[config.mk]
export PLATFORM = sky130hd
export DESIGN_NAME = gpio_serial_xfer_ctrl
export DESIGN_NICKNAME = d
export VERILOG_FILES = /design/src/rtl/gpio_serial_xfer_ctrl.sv
export SDC_FILE = /design/constraint.sdc
export NUM_CORES = 1
export LEC_CHECK = 0
export BUFFER_PORTS_ARGS = -buffer_cell sky130_fd_sc_hd__buf_2
export CAP_MARGIN = 20
export CORE_MARGIN = 2
export CORE_UTILIZATION = 53
export CTS_CLUSTER_DIAMETER = 40
export DETAILED_ROUTE_END_ITERATION = 10
export PLACE_DENSITY = 0.95
export SLEW_MARGIN = 40
export SYNTH_ARGS = -nofsm -noshare
export SYNTH_HDL_FRONTEND = slang
export SYNTH_SLANG_ARGS = --single-unit
[constraint.sdc]
create_clock -name wb_clk_i -period 5.75 [get_ports wb_clk_i]
set_input_delay 0.8625 -clock wb_clk_i [delete_from_list [all_inputs] [get_ports wb_clk_i]]
set_output_delay 0.8625 -clock wb_clk_i [all_outputs]
set_load 0.005 [all_outputs]
[src/rtl/gpio_serial_xfer_ctrl.sv]
// Loads the per-pad GPIO config words into the two serial config chains; bit-bang pins take priority.
// Optional build macro GPIO_XFER_IRQ_EN adds irq_clr / xfer_irq (sticky completion interrupt).
module gpio_serial_xfer_ctrl #(
    parameter int IO_CTRL_BITS = 13,
    parameter int NUM_PADS     = 19,
    parameter int CLK_DIV      = 2,
    localparam int IDX_W       = (NUM_PADS > 1) ? $clog2(NUM_PADS) : 1
) (
    input  logic                    wb_clk_i,
    input  logic                    wb_rst_i,
    input  logic                    xfer_start,
    output logic                    busy,
    output logic                    xfer_done,
    output logic [IDX_W-1:0]        cfg_idx,
    input  logic [IO_CTRL_BITS-1:0] cfg_data_1,
    input  logic [IO_CTRL_BITS-1:0] cfg_data_2,
`ifdef GPIO_XFER_IRQ_EN
    input  logic                    irq_clr,
    output logic                    xfer_irq,
`endif
    input  logic                    bb_enable,
    input  logic                    bb_clock,
    input  logic                    bb_load,
    input  logic                    bb_resetn,
    input  logic                    bb_data_1,
    input  logic                    bb_data_2,
    output logic                    serial_clock,
    output logic                    serial_load,
    output logic                    serial_resetn,
    output logic                    serial_data_1,
    output logic                    serial_data_2,
    output logic [2:0]              dbg_state
);

    localparam int BIT_W = (IO_CTRL_BITS > 1) ? $clog2(IO_CTRL_BITS) : 1;
    localparam int DIV_W = $clog2(CLK_DIV + 1);
    localparam logic [BIT_W-1:0] BIT_MSB  = BIT_W'(IO_CTRL_BITS - 1);
    localparam logic [IDX_W-1:0] IDX_LAST = IDX_W'(NUM_PADS - 1);
    localparam logic [DIV_W-1:0] DIV_END  = DIV_W'(CLK_DIV - 1);

    typedef enum logic [2:0] {IDLE, SHIFT_LO, SHIFT_HI, LOAD, DONE} state_t;

    state_t           state_q, state_d;
    logic [DIV_W-1:0] div_q, div_d;
    logic [BIT_W-1:0] bit_q, bit_d;
    logic [IDX_W-1:0] idx_q, idx_d;
    logic             last_q, last_d;
    logic             busy_q, busy_d;
    logic             done_q, done_d;
    logic             sclk_q, sclk_d;
    logic             sload_q, sload_d;
    logic             srstn_q, srstn_d;
    logic             sdat1_q, sdat1_d;
    logic             sdat2_q, sdat2_d;
    logic             div_last;

    assign div_last = (div_q == DIV_END);

    // Handshake: xfer_start is a one-cycle request accepted only when idle and bit-bang is off;
    // busy acknowledges it from the next cycle until the cycle after xfer_done.
    always_comb begin
        state_d = state_q;
        div_d   = div_q;
        bit_d   = bit_q;
        idx_d   = idx_q;
        last_d  = last_q;
        case (state_q)
            IDLE: begin
                if (xfer_start) begin
                    state_d = SHIFT_LO;
                    div_d   = '0;
                    bit_d   = BIT_MSB;
                    idx_d   = IDX_LAST;
                    last_d  = 1'b0;
                end
            end
            SHIFT_LO: begin
                if (div_last) begin
                    state_d = SHIFT_HI;
                    div_d   = '0;
                    // cfg_data is combinational from cfg_idx, so the next word is selected while the
                    // current word's last bit is on the clock-high phase and its data is already held.
                    if (bit_q == '0) begin
                        if (idx_q == '0) last_d = 1'b1;
                        else             idx_d  = idx_q - IDX_W'(1);
                    end
                end else begin
                    div_d = div_q + DIV_W'(1);
                end
            end
            SHIFT_HI: begin
                if (div_last) begin
                    div_d = '0;
                    if (bit_q != '0) begin
                        bit_d   = bit_q - BIT_W'(1);
                        state_d = SHIFT_LO;
                    end else if (last_q) begin
                        state_d = LOAD;
                    end else begin
                        bit_d   = BIT_MSB;
                        state_d = SHIFT_LO;
                    end
                end else begin
                    div_d = div_q + DIV_W'(1);
                end
            end
            LOAD: begin
                if (div_last) begin
                    state_d = DONE;
                    div_d   = '0;
                end else begin
                    div_d = div_q + DIV_W'(1);
                end
            end
            DONE: begin
                state_d = IDLE;
                idx_d   = IDX_LAST;
                last_d  = 1'b0;
            end
            default: state_d = IDLE;
        endcase
        // Bit-bang owns the pins: any running transfer is dropped without a load strobe.
        if (bb_enable) begin
            state_d = IDLE;
            div_d   = '0;
            idx_d   = IDX_LAST;
            last_d  = 1'b0;
        end
    end

    always_comb begin
        busy_d  = (state_d != IDLE);
        done_d  = (state_d == DONE);
        sclk_d  = (state_d == SHIFT_HI);
        sload_d = (state_d == LOAD);
        srstn_d = 1'b1;
        sdat1_d = 1'b0;
        sdat2_d = 1'b0;
        if (state_d == SHIFT_LO && state_q != SHIFT_LO) begin
            sdat1_d = cfg_data_1[bit_d];
            sdat2_d = cfg_data_2[bit_d];
        end else if (state_d == SHIFT_LO || state_d == SHIFT_HI) begin
            sdat1_d = sdat1_q;
            sdat2_d = sdat2_q;
        end
        if (bb_enable) begin
            sclk_d  = bb_clock;
            sload_d = bb_load;
            srstn_d = bb_resetn;
            sdat1_d = bb_data_1;
            sdat2_d = bb_data_2;
        end
    end

    always_ff @(posedge wb_clk_i or posedge wb_rst_i) begin
        if (wb_rst_i) begin
            state_q <= IDLE;
            div_q   <= '0;
            bit_q   <= BIT_MSB;
            idx_q   <= IDX_LAST;
            last_q  <= 1'b0;
            busy_q  <= 1'b0;
            done_q  <= 1'b0;
            sclk_q  <= 1'b0;
            sload_q <= 1'b0;
            srstn_q <= 1'b0;
            sdat1_q <= 1'b0;
            sdat2_q <= 1'b0;
        end else begin
            state_q <= state_d;
            div_q   <= div_d;
            bit_q   <= bit_d;
            idx_q   <= idx_d;
            last_q  <= last_d;
            busy_q  <= busy_d;
            done_q  <= done_d;
            sclk_q  <= sclk_d;
            sload_q <= sload_d;
            srstn_q <= srstn_d;
            sdat1_q <= sdat1_d;
            sdat2_q <= sdat2_d;
        end
    end

`ifdef GPIO_XFER_IRQ_EN
    logic irq_q, irq_d;

    // Set has priority over a same-cycle clear; aborted transfers never reach DONE.
    always_comb begin
        irq_d = (state_d == DONE) | (irq_q & ~irq_clr);
    end

    always_ff @(posedge wb_clk_i or posedge wb_rst_i) begin
        if (wb_rst_i) irq_q <= 1'b0;
        else          irq_q <= irq_d;
    end

    assign xfer_irq = irq_q;
`endif

    assign busy          = busy_q;
    assign xfer_done     = done_q;
    assign cfg_idx       = idx_q;
    assign serial_clock  = sclk_q;
    assign serial_load   = sload_q;
    assign serial_resetn = srstn_q;
    assign serial_data_1 = sdat1_q;
    assign serial_data_2 = sdat2_q;
    assign dbg_state     = state_q;

endmodule

==> results of run 1 <==
-- sequential cells by signal (all words and copies together), names as in the netlist, 2 cells and up --
register   cells
bit_q          4
cfg_idx        5
dbg_state      3
div_q          2
-- worst max-delay path, cell delays in order (launching register included) --
cell and delay [ns]:
dfrtp_1 0.45, inv_1 0.07, ha_1 0.25, nor3b_4 0.19, o41ai_1 0.41, a21o_1 0.55, mux2i_1 0.27, nor3_1 0.06
or4_1 0.50, a221o_1 0.32
-- where the power goes --
group          internal, mW  switching (mW)
Clock                0.0271          0.0441
Combinational        0.0569          0.0622
Sequential            0.172          0.0192
-- logic make-up (layout without fill, tap and decap cells) --
kind of cell	Yosys count	after routing	share of synthesized area (%)
compound gates	40	40	19.19
xor+xnor	3	3	1.808
fa+ha+maj	3	3	2.582
buf+inv	17	64	6.282
flops	22	22	38.21
mux	13	13	8.950
simple gates	57	57	22.98
-- layout by cell type (no fill, tap or decap), types with 4 or more instances in the layout --
master	count
inv_1	10
nand2_1	7
nor3_1	8
a21oi_1	7
buf_2	49
nor2_1	11
dfstp_2	4
nand2b_1	6
mux2i_1	13
or3_1	5
o21ai_0	6
dfrtp_1	18
a31oi_1	4
-- stage by stage --
step / hold slack [ns] / area, µm² / cells
floorplan: 0.5042 / 1454 / 155
global placement: 0.5042 / 1687 / 228
detailed placement: 0.5192 / 1687 / 228
CTS: 0.5414 / 1713 / 232
global route: 0.5579 / 1713 / 232
finish: 0.5317 / 1713 / 232
-- layer usage --
| layer | routed length [µm] | up-vias | global-route usage [%] |
|---|---|---|---|
| met1 | 1415 | 641 | 25.29 |
| met5 | 0 | - | 0 |
| li1 | - | 664 | - |
| met2 | 1649 | 45 | 38.32 |
| met3 | 172 | 4 | 4.147 |
| met4 | 24 | 0 | 6.122 |
-- path summary, 6_finish.rpt --
check	end	slack, ns	start
min in group asynchronous	xfer_done	0.55	wb_rst_i
hold reg to reg	cfg_idx[1]	0.53	cfg_idx[1]
hold / removal	cfg_idx[1]	0.53	cfg_idx[1]
setup / recovery	serial_data_2	2.59	bit_q[1]
max in group asynchronous	bit_q[3]	4.86	wb_rst_i
setup reg to reg	serial_data_2	2.59	bit_q[1]
-- final cells by class --
| cell class | instances | area [µm²] |
|---|---|---|
| sequential | 22 | 555.5 |
| timing repair buffer | 49 | 245.2 |
| inverter | 11 | 41.29 |
| clock buffer | 4 | 26.28 |
| tap | 30 | 37.54 |
| fill | 221 | 832.0 |
| multi-input combinational | 116 | 807.0 |
==> metrics.md, run 1 <==
| Metric | Value |
|---|---|
| Status | complete, no violations |
| Synth cell types | 46 |
| Die H | 56.38 µm |
| CTS max path bufs | 2 |
| Worst-case vdd ir drop | 233.8 µV |
| DR WL/cell | 14.06 µm |
| Post-CTS setup buffers | 0 |
| Crit start category | flop |
| Ys flop type | dfrtp_1 |
| Largest net degree at the start of global routing | 23 |
| Setup TNS | 0 ns |
| DRC Markers | 0 |
| Clock root cell | clkbuf_4 |
| Synth top area share | 30.98% |
| Mean Syn Cell Area | between 9 and 10 µm² |
| Ys async rst share | 100.0% |
| Die W | 56.38 µm |
| Hpwl dp | 2.526 mm |
| Leading area contributor after synthesis | dfrtp_1 |
| Max_cap viols | 0 |
| Clk Latency, worst-skew pair | 0.30 ns |
| GRT Total Usage | a little over a fifth |
| Layout Skew | around 0.0025 ns |
| Hold-fix buffers at CTS | 0 |
| Mapped Nets | 193 |
| CP max FO | 14 |
| Final period util | 54.92% |
| Final Worst Setup Slack | 2.592 ns |
| Pre-antenna DRT Iters | 4 |
| Synth Instances | 155 |
| Initial core utilization | between 50% and 60% |
| Port Buffers | 49 |
| Share of cells above drive strength 1 | 30.20% |
| CP Class | flop to flop |
| Detailed Route WL | 3.262 mm |
| H-tree Lvls | 1 |
| CTS clk-pin slew, worst paths | between 0.1 and 0.15 ns |
| Min Clock Period, post-route | between 3 and 4 ns |
| Post-synthesis sequential area ratio | roughly two fifths |
| Worst path arrival time | 3.36 ns |
| Most used standard cell by instance count after synthesis | dfrtp_1 |
| Clock Sinks | 22 |
| Total chip power | 0.3814 mW |
| CP Capture Type | flop |
| Slew HR | 57.64% |
| PostCTS Resize Cnt | 0 |
| Initial antenna violation count | 0 |
| Worst EP required | 5.95 ns |
| Hold WC Path Type | flop to flop |
| CORE AREA | 2545 µm² |
| First-pass GRT wire length | 5.395 mm |
| Total I/O pin count | 50 |
| Synth warn | 0 |
| Vias per cell | between 5 and 6 |
| Fin util | 67.31% |
| Vias | 1354 |
| #FFs+latches synth | 22 |
| Worst slew pin tran | roughly 0.64 ns |
| Pwr dens | 222.7 nW/µm² |
| Synth area leaders | dfrtp_1 31%, mux2i_1 9.0%, dfstp_2 7.2% |
| Syn Std Cell Area | 1454 µm² |
| Vias in the first global route | 1302 |
| TritonCTS clock tree | yes |
| RSZ-0062 raised after global routing | false |
| Core Rows | 18 |
| WHS Path Cells | 2 |
| NumNets Final | 241 |
| Post-synth EDFFs | 0 |
| Fin. Hold Viols | 0 |
| Most common library cells after synthesis | 18 x dfrtp_1, 13 x mux2i_1, 11 x inv_1, 11 x nor2_1, 8 x nor3_1 |
| CTS Buf Count | 3 |
| Worst reg-to-reg path cell count | 9 |
| DRT iter0 DRCs | 52 |
| Ant diodes | 0 |
| Leak | 0.8166 nW |
| Final Max Slew Viols | 0 |
| Placer Congestion | 0.9057 |
| DIE AREA | around 3200 µm² |
| Placement Setup Slack | 2.592 ns |
| Remaining global-route overflow | 0 |
| Finish-stage setup viols | 0 |
| Remaining antenna violation count | 0 |
| Max Freq | 316.7 MHz |
| Area grow syn2layout | 17.81% |
(Power assumes the default switching activity.)
==> inputs of run 2 (changes only) <==
ABC_AREA = 1   (was not set)
CORE_UTILIZATION = 50   (was 53)
PLACE_DENSITY = 0.9   (was 0.95)
clock period = 3.2 ns   (was 5.75 ns; I/O delays follow)
==> metrics.md, run 2 <==
| Metric | Value |
|---|---|
| Status | complete, no violations |
| Worst slew pin tran | 0.4469 ns (-0.1886 ns) |
| Port Buffers | 49 (unchanged) |
| Hold-fix buffers at CTS | 0 (unchanged) |
| Reg2Reg Capture Point | serial_data_2 |
| Syn Std Cell Area | 1519 µm² (+4.5%) |
| Commonest cells after routing, fill and taps aside | 63 x nand2_1, 49 x buf_2, 34 x nand3_1 |
| Finish-stage setup viols | 0 (unchanged) |
| Layout Skew | 0.002433 ns (-0.00007555 ns) |
| Remaining antenna violation count | 0 (unchanged) |
| Hold WC Path Type | input pin to async pin |
| CORE AREA | 2829 µm² (+11%) |
| Post-synthesis sequential area ratio | 36.57% (-1.6 points) |
| Final Worst Setup Slack | 1.231 ns (-1.362 ns) |
| GRT Total Usage | 22.91% (+1.7 points) |
| Total I/O pin count | 50 (unchanged) |
| RSZ-0062 raised after global routing | false |
| Synth top area share | 29.65% (-1.3 points) |
| Hpwl dp | 2.917 mm (+16%) |
| Placement Setup Slack | 1.257 ns (-1.335 ns) |
| Adder-cell share of the synthesized area | 2.471% (-0.11 points) |
| Simple-Gate Fraction of Synth Area | 40.86% (+18 points) |
| Final Max Slew Viols | 0 (unchanged) |
| Worst EP required | 3.46 ns (-2.49 ns) |
| Commonest non-fill, non-tap cell in the layout | nand2_1 |
| Die W | 59.12 µm (+4.9%) |
| Area grow syn2layout | 20.10% |
| Synth cell types | 29 (-37%) |
| Largest net degree at the start of global routing | 23 (unchanged) |
| Fin util | 64.48% (-2.8 points) |
| Total chip power | 0.6347 mW (+66%) |
| CP Class | flop to flop |
| Max_cap viols | 0 (unchanged) |
| Clock Power Share | 24.6% (+5.9 points) |
| Worst reg-to-reg path cell count | 14 (+5) |
| Grt met3 use | 3.057% (-1.1 points) |
| Most common library cells after synthesis | 63 x nand2_1, 34 x nand3_1, 23 x inv_1, 18 x dfrtp_1, 13 x nor2_1 |
| Comb pwr share | 26.3% (-4.9 points) |
| CTS clk-pin slew, worst paths | 0.12 ns (about the same) |
| Pwr dens | 347.9 nW/µm² (+56%) |
| Worst path arrival time | 2.23 ns (-1.13 ns) |
| Setup TNS | 0 ns (unchanged) |
| Worst-case vdd ir drop | 228.3 µV (-2.4%) |
| First-pass GRT wire length | 6.051 mm (+12%) |
| Placed inst area | 1788 µm² (+6.0%) |
| Clk Latency, worst-skew pair | 0.31 ns (about the same) |
| Crit start category | flop |
| CP Capture Type | flop |
| Compound-Gate Fraction of Synth Area | 9.638% (-9.6 points) |
| Met2 usage | 36.51% (-1.8 points) |
| Ys flop type | dfrtp_1 |
| Placer Congestion | 0.9313 (+2.8%) |
| Vias | 1567 (+16%) |
| CTS max path bufs | 2 (unchanged) |
| Seq pwr share | 49.2% (-0.9 points) |
| NumNets Final | 306 (+27%) |
| R2R Setup Slk | 1.23 ns (-1.36 ns) |
| DRT iter0 DRCs | 84 (+62%) |
| Leading area contributor after synthesis | dfrtp_1 |
| Clock Sinks | 22 (unchanged) |
| Synth warn | 0 (unchanged) |
| Synth area leaders | dfrtp_1 30%, nand2_1 16%, nand3_1 11% |
| Switching share of total power | 31.58% (-1.3 points) |
| Max reg flops | 5 (unchanged) |
| Grt peak-use layer | met2 |
| Mean Syn Cell Area | 7.032 µm² (-25%) |
| Vias in the first global route | 1426 (+9.5%) |
| Mapped Nets | 254 (+32%) |
| Multiplexer area fraction after synthesis | 0% (-9.0 points) |
| Slew HR | 70.17% (+13 points) |
| Largest family of logic cells by synthesized area | simple AND/OR/NAND/NOR gates |
| Most used standard cell by instance count after synthesis | nand2_1 |
| Post-synth EDFFs | 0 (unchanged) |
| Min Clock Period, post-route | 1.969 ns (-1.188 ns) |
| Post-CTS setup buffers | 0 (unchanged) |
| Max Freq | 507.8 MHz (+60%) |
| Remaining global-route overflow | 0 (unchanged) |
| Detailed Route WL | 3.596 mm (+10%) |
| Pre-antenna DRT Iters | 4 (unchanged) |
| CTS Buf Count | 3 (unchanged) |
| DRC Markers | 0 (unchanged) |
| Die H | 59.12 µm (+4.9%) |
| Vias per cell | 5.258 (-9.9%) |
| Worst r2r src | bit_q[0] |
| Power Internal | 0.4342 mW (+70%) |
| CP max FO | 13 (-1) |
| Sw power | 0.2004 mW (+60%) |
| DIE AREA | 3495 µm² (+10%) |
| Share of cells above drive strength 1 | 30.71% (+0.51 points) |
| Initial core utilization | 53.69% (-3.4 points) |
| Synth Instances | 216 (+39%) |
| Ant diodes | 0 (unchanged) |
| Fin Hold WS | 0.1533 ns (-0.3784 ns) |
| Xor/xnor share of the synthesized area | 1.153% (-0.65 points) |
| DR WL/cell | 12.07 µm (-14%) |
| H-tree Lvls | 1 (unchanged) |
| Met1 Resource Use GR | 31.75% (+6.5 points) |
| Placed cell count | 294 (+29%) |
| #FFs+latches synth | 22 (unchanged) |
| Cell Count, Final, Fillers Out | 298 (+28%) |
| Fin. Hold Viols | 0 (unchanged) |
| Final period util | 61.55% (+6.6 points) |
| Clock root cell | clkbuf_4 |
| Final instance area | 1824 µm² (+6.5%) |
| Initial antenna violation count | 0 (unchanged) |
| Core Rows | 19 (+1) |
| Leak | 1.003 nW (+23%) |
| Ys async rst share | 100.0% (unchanged) |
| PostCTS Resize Cnt | 0 (unchanged) |
| TritonCTS clock tree | yes |
## run 2: how the worst max path moves through the flow
stage	from	to	slack (ns)	cells after the start
final	bit_q[0]	serial_data_2	1.23	14
after detailed placement	bit_q[0]	serial_data_1	1.26	13
after global placement	bit_q[0]	serial_data_1	1.36	13
after floorplan	bit_q[0]	serial_data_1	1.48	14
after CTS	bit_q[0]	serial_data_2	1.24	14
after global routing	bit_q[0]	serial_data_2	1.04	14
## run 2: power by group through the flow
stage / combinational, mW / sequential, mW / clock (mW)
after global routing: 0.190 / 0.314 / 0.169
after floorplan: 0.107 / 0.317 / 0
final: 0.167 / 0.312 / 0.156
after detailed placement: 0.166 / 0.316 / 0
after CTS: 0.167 / 0.312 / 0.159
after global placement: 0.162 / 0.316 / 0
## run 2: layout make-up
cell class	instances	area (µm²)
tap	31	38.79
inverter	33	126.4
fill	250	1005
clock buffer	4	36.28
sequential	22	555.5
multi-input combinational	159	822.0
timing repair buffer	49	245.2
## run 2: kinds of logic after synthesis
kind of cell,after synthesis
AOI/OAI and AO/OA,26
xor gates and xnor gates,2
adders and majority gates,3
buffers and inverters,35
DFF,22
and+or+nand+nor,128
## run 2: worst max-delay path, cell delays in order (launching register included)
cell and delay [ns]:
dfrtp_1 0.41, inv_1 0.14, ha_1 0.25, nand3_1 0.12, nand2_1 0.07, nand2_1 0.11
nand2_4 0.13, nand2_4 0.11, inv_2 0.16, nand2_1 0.07, nand3_1 0.06, nand3_1 0.08
nand3_1 0.09, nand2_1 0.06, nand2_1 0.05
## run 2: metal layers
| metal | wire [µm] | vias up |
|---|---|---|
| li1 | - | 801 |
| met1 | 1648 | 709 |
| met2 | 1731 | 52 |
| met3 | 162 | 5 |
| met4 | 53 | 0 |
| met5 | 0 | - |
==> inputs of run 3 (changes only) <==
CORE_UTILIZATION = 45   (was 50)
PLACE_DENSITY = 0.86   (was 0.9)
clock period = 1.8 ns   (was 3.2 ns; I/O delays follow)
==> metrics.md, run 3 (synthesis results as in run 2) <==
| Metric | Value |
|---|---|
| Status | complete, no violations |
| Hpwl dp | 2.765 mm (-5.2%) |
| Reg2Reg Capture Point | serial_data_2 |
| Initial core utilization | 46.25% (-7.4 points) |
| CTS max path bufs | 2 (unchanged) |
| Final instance area | 1997 µm² (+9.5%) |
| CP Class | flop to flop |
| Fin util | 60.80% (-3.7 points) |
| First-pass GRT wire length | 5.671 mm (-6.3%) |
| CP cell instances | inv_2, nand2_4, nor2_4, nand2_1, nand2_1, nand2_1, nand2_1, nor2_2, a21oi_1, a21oi_2, nand2_1, nand2_1 |
| Total I/O pin count | 50 (unchanged) |
| Ant diodes | 0 (unchanged) |
| Share of cells above drive strength 1 | 38.91% (+8.2 points) |
| Vias per cell | 5.075 (-3.5%) |
| CTS clk-pin slew, worst paths | 0.13 ns (about the same) |
| Die H | 62.10 µm (+5.0%) |
| Total chip power | 1.157 mW (+82%) |
| Final period util | 97.96% (+36 points) |
| Worst slew pin tran | 0.2987 ns (-0.1482 ns) |
| Max_cap viols | 0 (unchanged) |
| Core Rows | 21 (+2) |
| CP startpoint | dbg_state[2] |
| Port Buffers | 49 (unchanged) |
| Pwr dens | 579.4 nW/µm² (+67%) |
| Final Worst Setup Slack | 0.03675 ns (-1.194 ns) |
| Slew HR | 80.04% (+9.9 points) |
| Slowest stage cell on the critical path | dfrtp_1 |
| Worst path arrival time | 1.98 ns (-0.25 ns) |
| Clk Latency, worst-skew pair | 0.31 ns (about the same) |
| Clock Sinks | 22 (unchanged) |
| CP Capture Type | flop |
| Fin Hold WS | 0.1406 ns (-0.01266 ns) |
| Pre-antenna DRT Iters | 4 (unchanged) |
| Most used cell, CP | nand2_1 |
| Max reg flops | 5 (unchanged) |
| Worst-case vdd ir drop | 524.3 µV (+130%) |
| Placed inst area | 1837 µm² (+2.7%) |
| NumNets Final | 314 (+2.6%) |
| Min Clock Period, post-route | 1.763 ns (-0.2062 ns) |
| Leak | 1.056 nW (+5.3%) |
| R2R Setup Slk | 0.04 ns (-1.19 ns) |
| DR WL/cell | 11.46 µm (-5.0%) |
| DIE AREA | 3856 µm² (+10%) |
| CTS Buf Count | 3 (unchanged) |
| Finish-stage setup viols | 0 (unchanged) |
| Worst EP required | 2.02 ns (-1.44 ns) |
| Worst r2r src | dbg_state[2] |
| Vias in the first global route | 1392 (-2.4%) |
| Detailed Route WL | 3.678 mm (+2.3%) |
| Layout Skew | 0.002579 ns (+0.0001463 ns) |
| TritonCTS clock tree | yes |
| Fillcell total | 285 (+14%) |
| Die W | 62.10 µm (+5.0%) |
| Remaining antenna violation count | 0 (unchanged) |
| Worst reg-to-reg path cell count | 12 (-2) |
| Commonest non-fill, non-tap cell in the layout | nand2_1 |
| Clock root cell | clkbuf_4 |
| Vias | 1629 (+4.0%) |
| Final Max Slew Viols | 0 (unchanged) |
| CORE AREA | 3284 µm² (+16%) |
| RSZ-0062 raised after global routing | true |
| GRT Total Usage | 17.81% (-5.1 points) |
| DRC Markers | 0 (unchanged) |
| CP max stage delay | 0.45 ns (+0.04 ns) |
| Commonest cells after routing, fill and taps aside | 56 x nand2_1, 49 x buf_2, 31 x nand3_1 |
| Crit start category | flop |
| Remaining global-route overflow | 0 (unchanged) |
| Fin. Hold Viols | 0 (unchanged) |
| Largest net degree at the start of global routing | 23 (unchanged) |
| DRT iter0 DRCs | 48 (-43%) |
| Max Freq | 567.1 MHz (+12%) |
| Placer Congestion | 0.8513 (-8.6%) |
| Critical path capture point | serial_data_2 |
| H-tree Lvls | 1 (unchanged) |
| Initial antenna violation count | 0 (unchanged) |
| Hold WC Path Type | input pin to flop |
| Placement Setup Slack | -0.02058 ns (-1.277 ns) |
| CP max FO | 6 (-7) |
| Area grow syn2layout | 31.47% |
## run 3: cell count changes in the layout (fill, tap and decap cells not counted), moves of 2 or more
cell / previous run / this run
nand3_1: 34 / 31
nor2_2: 1 / 3
nand3_2: 1 / 4
nand2_2: 4 / 10
a21oi_1: 9 / 5
nand2_1: 63 / 56
a21oi_2: 0 / 4
buf_4: 0 / 5
nand2_4: 3 / 5
inv_4: 1 / 3
nor2_1: 13 / 11
## run 3: repair_timing
item,4_1_cts,5_1_grt
hold buffers,1,0
endpoints found under the hold margin,18,0
pin swaps,1,9
endpoints found under the setup margin,2,2
cloned,0,2
gates resized for setup,3,22
buffers inserted,0,1
## run 3: how the worst min path moves through the flow
stage	cells after the start	from	slack, ns	end
floorplan	1	wb_rst_i	0.26	bit_q[0]
global placement	3	wb_rst_i	0.31	xfer_done
detailed placement	3	wb_rst_i	0.32	xfer_done
CTS	2	bb_resetn	0.14	serial_resetn
global route	2	bb_resetn	0.13	serial_resetn
finish	2	bb_resetn	0.14	serial_resetn
## run 3: metal layers
metal	wire, µm	up-vias	GRT usage (%)
li1	-	818	-
met1	1625	755	24.65
met2	1865	52	29.21
met3	160	4	1.449
met4	25	0	6.944
met5	0	-	0
## run 3: area by class of cell
type,instances,area [µm²],share of cell area [%]
Multi-Input combinational cell,161,923.4,46.24
Sequential cell,22,555.5,27.82
Timing Repair Buffer,55,292.8,14.66
Inverter,33,131.4,6.579
Tap cell,46,57.56,2.882
Clock buffer,4,36.28,1.817
## run 3: power by group
group          leakage [nW]  internal, mW  switching [mW]
Combinational         0.755         0.129           0.194
Sequential            0.280         0.533          0.0216
Clock                0.0210         0.124           0.156
## run 3: stage by stage
stage,std cells,setup TNS (ns)
5_1_grt,321,-0.2209
3_5_place_dp,313,-0.03210
3_3_place_gp,313,0
2_1_floorplan,216,0
6_report,321,0
4_1_cts,318,0
## run 3: worst max-delay path: cells and delay by family, from the launching register on
kind / cells / cell delay [ns]
and+or+nand+nor: 9 / 0.84
DFF: 1 / 0.45
AOI/OAI and AO/OA: 2 / 0.25
buffers and inverters: 1 / 0.12
